$ cat config.mk
export PLATFORM = sky130hd
export DESIGN_NAME = mdio_receptor
export DESIGN_NICKNAME = d
export VERILOG_FILES = /design/src/rtl/mdio_pkg.sv /design/src/rtl/mdio_rd_shifter.sv /design/src/rtl/mdio_receptor.sv
export SDC_FILE = /design/constraint.sdc
export NUM_CORES = 1
export LEC_CHECK = 0
export CORE_ASPECT_RATIO = 0.7
export CORE_MARGIN = 5
export CORE_UTILIZATION = 53
export CTS_CLUSTER_SIZE = 12
export DETAILED_ROUTE_END_ITERATION = 16
export PLACE_DENSITY_LB_ADDON = 0.05
export REMOVE_ABC_BUFFERS = 1
export SYNTH_ARGS = -nofsm -noshare
export SYNTH_HDL_FRONTEND = slang
export SYNTH_SLANG_ARGS = --single-unit
$ cat constraint.sdc
create_clock -name MDC -period 2.72 [get_ports MDC]
set_input_delay 0.544 -clock MDC [delete_from_list [all_inputs] [get_ports MDC]]
set_output_delay 0.544 -clock MDC [all_outputs]
set_load 0.03 [all_outputs]
$ cat src/rtl/mdio_pkg.sv
// Shared frame constants, field widths and FSM state encoding for the Clause 22 MDIO slave.
package mdio_pkg;

  localparam logic [1:0] ST       = 2'b01;
  localparam logic [1:0] OP_WRITE = 2'b01;
  localparam logic [1:0] OP_READ  = 2'b10;

  localparam int PHYAD_W    = 5;
  localparam int REGAD_W    = 5;
  localparam int DATA_W     = 16;
  localparam int FRAME_BITS = 32;
  localparam int CNT_W      = $clog2(FRAME_BITS);

  // Bit indices within the 32-bit frame
  localparam logic [CNT_W-1:0] BIT_OP_LAST    = 5'd3;
  localparam logic [CNT_W-1:0] BIT_REGAD_LAST = 5'd13;
  localparam logic [CNT_W-1:0] BIT_TA0        = 5'd14;
  localparam logic [CNT_W-1:0] BIT_TA1        = 5'd15;
  localparam logic [CNT_W-1:0] BIT_DATA_LAST  = 5'd30;
  localparam logic [CNT_W-1:0] BIT_LAST       = 5'(FRAME_BITS - 1);
  localparam logic [CNT_W-1:0] BIT_AFTER_ST   = 5'd2;

  typedef enum logic [1:0] {
    S_IDLE,
    S_HEADER,
    S_WRITE,
    S_READ
  } mdio_state_t;

  function automatic logic op_valid(input logic [1:0] op);
    return (op == OP_WRITE) || (op == OP_READ);
  endfunction

endpackage

$ cat src/rtl/mdio_rd_shifter.sv
// Read-data serializer: parallel-load on TA bit 14 drives 0 for TA bit 15, then data MSB first.
// One-cycle registered output; idles high whenever neither loading nor shifting.
module mdio_rd_shifter
  import mdio_pkg::*;
(
  input  logic              i_clk,
  input  logic              i_rst,
  input  logic              i_load,
  input  logic              i_shift,
  input  logic [DATA_W-1:0] i_data,
  output logic              o_mdio_in
);

  logic [DATA_W-1:0] r_sr;
  logic              r_out;

  always_ff @(posedge i_clk) begin
    if (i_rst) begin
      r_sr  <= '0;
      r_out <= 1'b1;
    end else if (i_load) begin
      r_sr  <= i_data;
      r_out <= 1'b0;
    end else if (i_shift) begin
      r_sr  <= {r_sr[DATA_W-2:0], 1'b0};
      r_out <= r_sr[DATA_W-1];
    end else begin
      r_out <= 1'b1;
    end
  end

  assign o_mdio_in = r_out;

endmodule

$ cat src/rtl/mdio_receptor.sv
// PHY-side Clause 22 MDIO slave: decodes ST/OP/PHYAD/REGAD, captures write data, serializes read data.
// ADDR valid the cycle after bit 13; WR_STB/MDIO_DONE pulse the cycle after bit 31; no backpressure.
module mdio_receptor
  import mdio_pkg::*;
(
  input  logic               MDC,
  input  logic               RESET,
  input  logic               MDIO_OUT,
  input  logic               MDIO_OE,
  output logic               MDIO_IN,
  output logic               MDIO_DONE,
  output logic [REGAD_W-1:0] ADDR,
  output logic [DATA_W-1:0]  WR_DATA,
  input  logic [DATA_W-1:0]  RD_DATA,
  output logic               WR_STB
);

  mdio_state_t        r_state;
  mdio_state_t        w_state_nxt;
  logic [CNT_W-1:0]   r_cnt;
  logic               r_hist_vld;
  logic               r_hist;
  logic [3:0]         r_hdr;
  logic [1:0]         r_op;
  logic [DATA_W-2:0]  r_wsr;
  logic [REGAD_W-1:0] r_addr;
  logic [DATA_W-1:0]  r_wr_data;
  logic               r_wr_stb;
  logic               r_done;

  logic               w_st_det;
  logic [1:0]         w_op_now;
  logic [REGAD_W-1:0] w_regad;
  logic               w_addr_ld;
  logic               w_wr_commit;
  logic               w_rd_done;
  logic               w_rd_load;
  logic               w_rd_shift;

  // Only a 0 then 1 on consecutive driven edges counts as ST; preamble 1s never match
  assign w_st_det = (r_state == S_IDLE) && MDIO_OE && r_hist_vld && ({r_hist, MDIO_OUT} == ST);
  assign w_op_now = {r_hdr[0], MDIO_OUT};
  assign w_regad  = {r_hdr, MDIO_OUT};

  always_ff @(posedge MDC) begin
    if (RESET) r_state <= S_IDLE;
    else       r_state <= w_state_nxt;
  end

  always_comb begin
    w_state_nxt = r_state;
    case (r_state)
      S_IDLE: begin
        if (w_st_det) w_state_nxt = S_HEADER;
      end
      S_HEADER: begin
        if (!MDIO_OE)
          w_state_nxt = S_IDLE;
        else if ((r_cnt == BIT_OP_LAST) && !op_valid(w_op_now))
          w_state_nxt = S_IDLE;
        else if (r_cnt == BIT_REGAD_LAST)
          w_state_nxt = (r_op == OP_WRITE) ? S_WRITE : S_READ;
      end
      S_WRITE: begin
        if (!MDIO_OE || (r_cnt == BIT_LAST)) w_state_nxt = S_IDLE;
      end
      S_READ: begin
        if (r_cnt == BIT_LAST) w_state_nxt = S_IDLE;
      end
      default: w_state_nxt = S_IDLE;
    endcase
  end

  always_comb begin
    w_addr_ld   = 1'b0;
    w_wr_commit = 1'b0;
    w_rd_done   = 1'b0;
    w_rd_load   = 1'b0;
    w_rd_shift  = 1'b0;
    case (r_state)
      S_HEADER: w_addr_ld   = MDIO_OE && (r_cnt == BIT_REGAD_LAST);
      S_WRITE:  w_wr_commit = MDIO_OE && (r_cnt == BIT_LAST);
      S_READ: begin
        w_rd_done  = (r_cnt == BIT_LAST);
        w_rd_load  = (r_cnt == BIT_TA0);
        w_rd_shift = (r_cnt >= BIT_TA1) && (r_cnt <= BIT_DATA_LAST);
      end
      default: ;
    endcase
  end

  always_ff @(posedge MDC) begin
    if (RESET) begin
      r_cnt      <= '0;
      r_hist_vld <= 1'b0;
      r_hist     <= 1'b0;
      r_hdr      <= '0;
      r_op       <= '0;
      r_wsr      <= '0;
      r_addr     <= '0;
      r_wr_data  <= '0;
      r_wr_stb   <= 1'b0;
      r_done     <= 1'b0;
    end else begin
      r_hist_vld <= (r_state == S_IDLE) && !w_st_det && MDIO_OE;
      r_hist     <= MDIO_OUT;

      if (w_st_det)               r_cnt <= BIT_AFTER_ST;
      else if (r_state != S_IDLE) r_cnt <= r_cnt + 5'd1;

      if (r_state == S_HEADER) r_hdr <= {r_hdr[2:0], MDIO_OUT};
      if ((r_state == S_HEADER) && (r_cnt == BIT_OP_LAST)) r_op <= w_op_now;
      if (r_state == S_WRITE) r_wsr <= {r_wsr[DATA_W-3:0], MDIO_OUT};

      if (w_addr_ld)   r_addr    <= w_regad;
      if (w_wr_commit) r_wr_data <= {r_wsr, MDIO_OUT};
      r_wr_stb <= w_wr_commit;
      r_done   <= w_wr_commit || w_rd_done;
    end
  end

  mdio_rd_shifter u_rd_shifter (
    .i_clk     (MDC),
    .i_rst     (RESET),
    .i_load    (w_rd_load),
    .i_shift   (w_rd_shift),
    .i_data    (RD_DATA),
    .o_mdio_in (MDIO_IN)
  );

  assign ADDR      = r_addr;
  assign WR_DATA   = r_wr_data;
  assign WR_STB    = r_wr_stb;
  assign MDIO_DONE = r_done;

endmodule

; Word-level counts from Yosys, hierarchy flattened
; Cells that the tools add are included.
; Widths: inputs -> output; s select.
[op_classes]
add_sub_neg = 1
magnitude_cmp = 2
n_eq_ne = 15
muxes = 19
n_reduce_logical = 22
[op_table]
columns = operator, count
row1 = $mux 16, 2
row2 = $mux 2, 8
row3 = $eq 5x4->1 const B, 2
row4 = $logic_and 1x1->1, 10
row5 = $eq 2x1->1 const B, 4
row6 = $mux 1, 8
row7 = $pmux 2 s4, 1
row8 = $eq 2x2->1 const B, 3
row9 = $ne 2x2->1 const B, 3
row10 = $reduce_bool 2->1, 3
row11 = $add 5x1->5 const B, 1
row12 = $eq 5x2->1 const B, 1
row13 = $eq 5x5->1 const B, 1
row14 = $ge 5x4->1 const B, 1
row15 = $le 5x5->1 const B, 1
row16 = $ne 4x4->1 const B, 1
row17 = $reduce_and 4->1, 1
row18 = $logic_not 1->1, 3
row19 = $logic_or 1x1->1, 3
row20 = $logic_not 2->1, 1
row21 = $reduce_or 2->1, 1
[totals]
register_bits = 70
in_bits = 20
output_inout_bits = 24

; Longest topological paths before layout
; Gate-level depths: netlist (run 1).
[logic_depth]
ltp_word = 7
ltp_mapped = 8

; Hierarchy
; From an unflattened synthesis (run 1), not the netlist that was laid out.
[unflattened]
cells_unflattened = 321
area_unflattened_um2 = 2904.0
[modules_own_cells]
columns = module, instances, cells_per_inst, area_each_um2, seq_area_each_um2
row1 = mdio_receptor, 1, 247, 2112.0, 1061.0
row2 = mdio_rd_shifter, 1, 74, 792.0, 340.3

; Worst setup path before layout (run 1)
; Ideal clock, no wire load.
[synth_timing]
path_type = register to register
from = reg r_cnt[1]
to = reg u_rd_shifter.r_sr[10]
setup_ns = 0.119
t_arrival_ns = 1.845
setup_slack_ns = 0.756
stages_incl_launch_ff = 9
synth_period_minus_slack_ns = 1.964
path_cell_list = dfxtp_1 > ha_1 > and3_2 > ha_1 > a311o_2 > nand4_4 > buf_12 > mux2i_1 > o2bb2ai_1
[synth_via]
elab_chain_cells = 4
elab_cells_between_ends = 8
classes_between = order compare: 2 / eq/ne: 1 / mux: 3 / reduce/logical: 2
[synth_rtl]
columns = element, line
row1 = "start, declared", mdio_receptor.sv:20  ; logic [CNT_W-1:0] r_cnt;
row2 = "start signal, assigned", mdio_receptor.sv:109  ; else if (r_state != S_IDLE) r_cnt <= r_cnt + 5'd1;
row3 = $ge 5x4->1 or $le 5x5->1 (tied branches), mdio_receptor.sv:86  ; w_rd_shift = (r_cnt >= BIT_TA1) && (r_cnt <= BIT_DATA_LAST);
row4 = $logic_and 1x1->1, mdio_receptor.sv:86
row5 = $mux 1, mdio_receptor.sv:80  ; case (r_state)
row6 = $reduce_bool 2->1 (no line), -
row7 = "end signal, assigned", mdio_rd_shifter.sv:22  ; r_sr <= i_data;
row8 = "end signal, assigned", mdio_rd_shifter.sv:25  ; r_sr <= {r_sr[DATA_W-2:0], 1'b0};
row9 = "end, declared", mdio_rd_shifter.sv:14  ; logic [DATA_W-1:0] r_sr;
; Several ways; a longest one is shown, not always the timed one.
; A chain may end at the register's enable or synchronous reset.

; Final worst setup path (run 1)
; Ends and elaborated chain as after synthesis.

==> results of run 1 <==
==> state kept, by name, indices dropped and copies added (netlist names) <==
name,count
u_rd_shifter.o_mdio_in,1
u_rd_shifter.r_sr,16
r_hist,1
r_state,2
r_hdr,4
ADDR,5
r_wsr,15
r_cnt,5
r_op,2
r_hist_vld,1
WR_STB,1
WR_DATA,16
MDIO_DONE,1
==> where the power goes <==
part           leakage (uW)  total [uW]  internal (uW)  switching [uW]
clock              0.000113         918            543             375
sequential         0.000565        1060           1040            22.9
combinational      0.000593         124           60.2            63.8
total               0.00127        2100           1640             462
==> through the flow <==
stage | hold WS, ns | instances | area [um2] | util | worst slack [ns]
final | 0.456 | 416 | 3420 | 0.665 | 0.590
after global routing | 0.479 | 416 | 3420 | 0.665 | 0.470
after CTS | 0.452 | 416 | 3420 | 0.665 | 0.585
after detailed placement | 0.444 | 400 | 3200 | 0.622 | 0.570
after global placement | 0.441 | 400 | 3200 | 0.622 | 0.622
after floorplan | 0.425 | 281 | 2660 | - | 0.780
==> path summary, 6_finish.rpt <==
| check | start | endpoint | slack [ns] |
|---|---|---|---|
| max | r_cnt[1]$_SDFFE_PP0P_ | u_rd_shifter.r_sr[10]$_SDFFE_PP0P_ | 0.59 |
| min reg2reg | WR_DATA[13]$_SDFFE_PP0P_ | WR_DATA[13]$_SDFFE_PP0P_ | 0.46 |
| min | WR_DATA[13]$_SDFFE_PP0P_ | WR_DATA[13]$_SDFFE_PP0P_ | 0.46 |
| max reg2reg | r_cnt[1]$_SDFFE_PP0P_ | u_rd_shifter.r_sr[10]$_SDFFE_PP0P_ | 0.59 |
==> worst max-delay path: cells and delay by family (launching register included) <==
kind / cells / cell delay [ns]
compound gates: 2 / 0.45
fa+ha+maj: 2 / 0.41
flops: 1 / 0.38
mux: 1 / 0.24
simple gates: 2 / 0.52
==> logic make-up after synthesis <==
group           share of synthesized area
buf+inv                            0.0439
xor+xnor                           0.0127
mux                                0.0869
compound gates                      0.135
simple gates                        0.192
fa+ha+maj                          0.0226
flops                               0.507
==> metal layers <==
metal  track usage  share of wire
met4        0.0498          0.012
met2         0.235           0.44
met5             0              0
met3        0.0850          0.060
met1         0.228           0.49
==> cell usage after synthesis, types with 2 or more instances <==
cell type,instances,share of area
o2bb2ai_1,15,0.048
buf_4,2,0.0054
o21ai_0,2,0.0036
nand2_1,70,0.095
clkbuf_1,12,0.016
a21oi_1,35,0.063
nor2_1,19,0.026
xnor2_1,2,0.0063
inv_1,3,0.0041
nand2b_1,3,0.0068
or2_2,2,0.0045
nand3_1,4,0.0072
xor2_1,2,0.0063
mux2i_1,24,0.087
ha_1,5,0.023
dfxtp_1,70,0.51
a211oi_1,2,0.0054
nand4b_1,2,0.0063
buf_2,5,0.0090
and3_2,3,0.0081
nor2b_1,3,0.0068
and3_1,2,0.0045
==> final cells by class <==
cell class	instances	share of cell area
clock buffers	11	0.0413
clock inverters	5	0.0241
inverters	3	0.00329
multi-input cells	208	0.363
flip-flops and latches	70	0.409
well taps	72	0.0263
repair buffers	47	0.133
==> metrics.cfg, run 1 <==
[cells_and_area]
fillers = 451
layout-area-overhead-vs-synth_pct = 23.8
diodes = 0
drive_gt1_frac = 0.0814
layout.area.seq_um2 = 1400
final_cell_mix = 70 x dfxtp_1, 70 x nand2_1, 42 x clkdlybuf4s50_1
fin_nets = 364
multi_input_area_um2 = 1240

[floorplan]
core-area_um2 = 5150
initial_utilization = 0.537
die_area_um2 = 6780
ios = 44
die_h_um = 70.4
die_x_um = 96.3
num_rows = 22

[hold_path]
worstHoldPathCells = 2
hp-class = register to register

[grt]
grt_usage = 0.169
gr-total-overflow = 0
grt_pass1_wl_um = 8780
grt_max_degree = 35
grt_pass1_vias = 1933
antenna_found_initial = 0

[timing]
worst_pin_slew_ns = 0.721
finalCritPeriodShare = 0.783
rsz0062_at_grt = false
setup_tns_ns = 0
max_freq_mhz = 470
period_needed_ns = 2.13
finalSetupViolations = 0
maxSlewHeadroom = 0.513
final_hold_viol_count = 0
slew_violations = 0
skew_ns = 0.0120

[detailed_routing]
drtIter0Drc = 121
drc_errors = 0
ant_nets = 0
detail_route.vias_per_cell = 5.07
routed_wl_um = 5220
post_drt_wl_per_cell_um = 12.5
via_count = 2109
first_pass_iters = 5

[placed_design]
portBuffers = 43
gp_congestion = 0.772
hpwl_um = 3510

[critical_path]
endpoint_kind = register
crit_path_top_delay_cell = dfxtp_1
path_max_fanout = 17
critPathLaunchType = register
crit_top_cell = ha_1
r2r_cells = 7
path_cells = ha_1 > and3_2 > ha_1 > a311o_2 > nand4_4 > mux2i_1 > o2bb2ai_1
required_ns = 2.94
crit_arrival_ns = 2.35
critPathKind = register to register
critPathMaxStageDelay_ns = 0.38

[synthesis]
async_flop_share = 0
synth_cell_types = 37
ys_ff_latch = 70
synthCells = 302
yosysSeqAreaShare = 0.507
synthFlopType = dfxtp_1
yosys_warnings = 0
synth_area_um2 = 2770
synth_area_per_cell_um2 = 9.16
synth_edf_count = 0

[clocking]
insertion_delay_ns = 0.35
cts-root-buf = clkbuf_8
cts_resized = 0
htreeDepth = 3
cts_sinks = 70
post_cts_buffers = 0
cts_max_path_buffers = 2
cts-buffers-inserted = 9
postCtsHoldBufs = 0
cts_tree = yes
path_clk_slew_ns = 0.08

[run_status]
status = completed

[power_and_ir_drop]
power.leakage_uw = 0.00127
vdd_drop_max_mv = 0.502
p_per_area_nw_per_um2 = 614
p_total_uw = 2100

[run]
max_cap_violations = 0

Power figures use the tool's default switching activity.
==> run 2: changes to the inputs <==
==> constraint.sdc (replaced) <==
create_clock -name MDC -period 2 [get_ports MDC]
set_input_delay 0.4 -clock MDC [delete_from_list [all_inputs] [get_ports MDC]]
set_output_delay 0.4 -clock MDC [all_outputs]
set_load 0.03 [all_outputs]
==> metrics.cfg, run 2 (synthesis results as in run 1) <==
[critical_path]
required_ns = 2.23  ; -0.71 ns
r2r_cells = 8  ; +1
critPathMaxStageDelay_ns = 0.34  ; -0.04 ns
critPathTopFamily = compound AO/OA/AOI/OAI gates
path_max_fanout = 6  ; -11
worst-path-buf-inv = 1  ; +1
regToRegEndpoint = u_rd_shifter.r_sr[11]$_SDFFE_PP0P_
crit_arrival_ns = 2.14  ; -0.21 ns
path_cells = ha_2 > and3_2 > ha_1 > a311o_2 > nand4_4 > clkbuf_16 > mux2i_1 > o2bb2ai_1
regToRegStartpoint = r_cnt[0]$_SDFFE_PP0P_
endpoint_kind = register
crit_path_top_delay_cell = a311o_2
critPathLaunchType = register
critPathKind = register to register
r2r_slack_ns = 0.1  ; -0.49 ns

[run_status]
status = completed

[timing]
setup_tns_ns = 0  ; unchanged
skew_ns = 0.00579  ; -0.00626 ns
finalSetupViolations = 0  ; unchanged
slew_violations = 0  ; unchanged
period_needed_ns = 1.90  ; -0.226 ns
maxSlewHeadroom = 0.575  ; +0.0626
worst_pin_slew_ns = 0.636  ; -0.0845 ns
max_freq_mhz = 525  ; +12%
rsz0062_at_grt = false
timing.hold.ws_ns = 0.455  ; -0.000896 ns
finalCritPeriodShare = 0.952  ; +0.169
final_hold_viol_count = 0  ; unchanged

[cells_and_area]
multi_input_area_um2 = 1250  ; +0.40%
fin_nets = 379  ; +4.1%
final_cell_mix = 70 x dfxtp_1, 70 x nand2_1, 42 x clkdlybuf4s50_1
fillers = 423  ; -6.2%
layout-area-overhead-vs-synth_pct = 30.5
layout.area.seq_um2 = 1400  ; unchanged
drive_gt1_frac = 0.126  ; +0.0443
diodes = 0  ; unchanged

[detailed_routing]
first_pass_iters = 4  ; -1
ant_nets = 0  ; unchanged
detail_route.vias_per_cell = 5.12  ; +0.96%
routed_wl_um = 5460  ; +4.7%
post_drt_wl_per_cell_um = 12.7  ; +1.3%
drc_errors = 0  ; unchanged
drtIter0Drc = 87  ; -28%
via_count = 2201  ; +4.4%

[floorplan]
initial_utilization = 0.537  ; unchanged
die_area_um2 = 6780  ; unchanged
die_h_um = 70.4  ; unchanged
core-area_um2 = 5150  ; unchanged
die_x_um = 96.3  ; unchanged
num_rows = 22  ; unchanged
ios = 44  ; unchanged

[clocking]
cts_sinks = 70  ; unchanged
insertion_delay_ns = 0.34  ; about the same
cts_max_path_buffers = 2  ; unchanged
postCtsHoldBufs = 0  ; unchanged
path_clk_slew_ns = 0.07  ; about the same
htreeDepth = 3  ; unchanged
cts-buffers-inserted = 9  ; unchanged
cts_tree = yes
cts-root-buf = clkbuf_8

[run]
max_cap_violations = 0  ; unchanged

[power_and_ir_drop]
p_per_area_nw_per_um2 = 858  ; +40%
vdd_drop_max_mv = 0.470  ; -6.5%
p_total_uw = 3100  ; +47%
power.leakage_uw = 0.00137  ; +8.1%

[placed_design]
portBuffers = 43  ; unchanged
gp_congestion = 0.770  ; -0.23%
hpwl_um = 3660  ; +4.4%

[hold_path]
whs_endpoint = WR_DATA[12]$_SDFFE_PP0P_
worstHoldPathCells = 2  ; unchanged
hp-class = register to register
hp-start = WR_DATA[12]$_SDFFE_PP0P_

[grt]
gr-total-overflow = 0  ; unchanged
grt_pass1_wl_um = 8830  ; +0.56%
grt_usage = 0.167  ; -0.00211
grt_pass1_vias = 1971  ; +2.0%
antenna_found_initial = 0  ; unchanged
grt_max_degree = 38  ; +8.6%

## run 2: cell count changes in the layout (fill, tap and decap cells not counted), sizes merged
cell	delta
clkbuf	-1
inv	+1
clkinv	-2
bufinv	+2
buf	+14
## run 2: worst max-delay path by stage
stage,slack [ns],start,endpoint,depth (start not counted)
2_1_floorplan,0.06,r_cnt[1]$_SDFFE_PP0P_,u_rd_shifter.r_sr[10]$_SDFFE_PP0P_,7
4_1_cts,0.002,r_cnt[0]$_SDFFE_PP0P_,u_rd_shifter.r_sr[4]$_SDFFE_PP0P_,7
5_1_grt,0.007,r_cnt[0]$_SDFFE_PP0P_,u_rd_shifter.r_sr[11]$_SDFFE_PP0P_,8
3_3_place_gp,0.02,r_cnt[0]$_SDFFE_PP0P_,u_rd_shifter.r_sr[4]$_SDFFE_PP0P_,7
6_report,0.1,r_cnt[0]$_SDFFE_PP0P_,u_rd_shifter.r_sr[11]$_SDFFE_PP0P_,8
3_5_place_dp,-0.007,r_cnt[0]$_SDFFE_PP0P_,u_rd_shifter.r_sr[4]$_SDFFE_PP0P_,7
## run 2: repair_timing
action,CTS,global route
setup buffers,0,3
cloned,0,1
resized for setup,0,3
pin swaps,1,1
endpoints found under the hold margin,0,0
endpoints found under the setup margin,11,15
## run 2: layer usage
| metal | track usage | part of all wire | up-vias |
|---|---|---|---|
| met5 | 0 | 0 | - |
| met4 | 0.0513 | 0.0057 | 0 |
| met3 | 0.0667 | 0.059 | 4 |
| met2 | 0.246 | 0.45 | 43 |
| met1 | 0.223 | 0.49 | 1024 |
| li1 | - | - | 1130 |
## run 2: worst register-to-register path, stage by stage, from the launching register on
cell and delay [ns]:
dfxtp_1 0.32, ha_2 0.19, and3_2 0.22, ha_1 0.17, a311o_2 0.34, nand4_4 0.13, clkbuf_16 0.18, mux2i_1 0.18
o2bb2ai_1 0.07
## run 2: power by group
group / leakage, uW / switching (uW) / total [uW] / internal (uW)
clock network: 0.000130 / 509 / 1460 / 949
logic: 0.000680 / 110 / 211 / 101
registers: 0.000565 / 14.4 / 1430 / 1410
total: 0.00137 / 633 / 3100 / 2460
## run 2: metrics by stage
step	instance area [um2]	std cells	util	setup slack, ns
after floorplan	2660	281	-	0.0602
after global placement	3280	411	0.638	0.0224
after detailed placement	3280	411	0.638	-0.00650
after CTS	3540	426	0.688	0.00151
after global routing	3610	430	0.701	0.00694
final	3610	430	0.701	0.0961
## run 2: final cells by class
class | count | share of cell area
well taps | 72 | 0.0250
multi-input cells | 208 | 0.346
clock buffers | 9 | 0.0343
clock inverters | 6 | 0.0371
repair buffers | 62 | 0.167
flip-flops and latches | 70 | 0.388
inverters | 3 | 0.00312
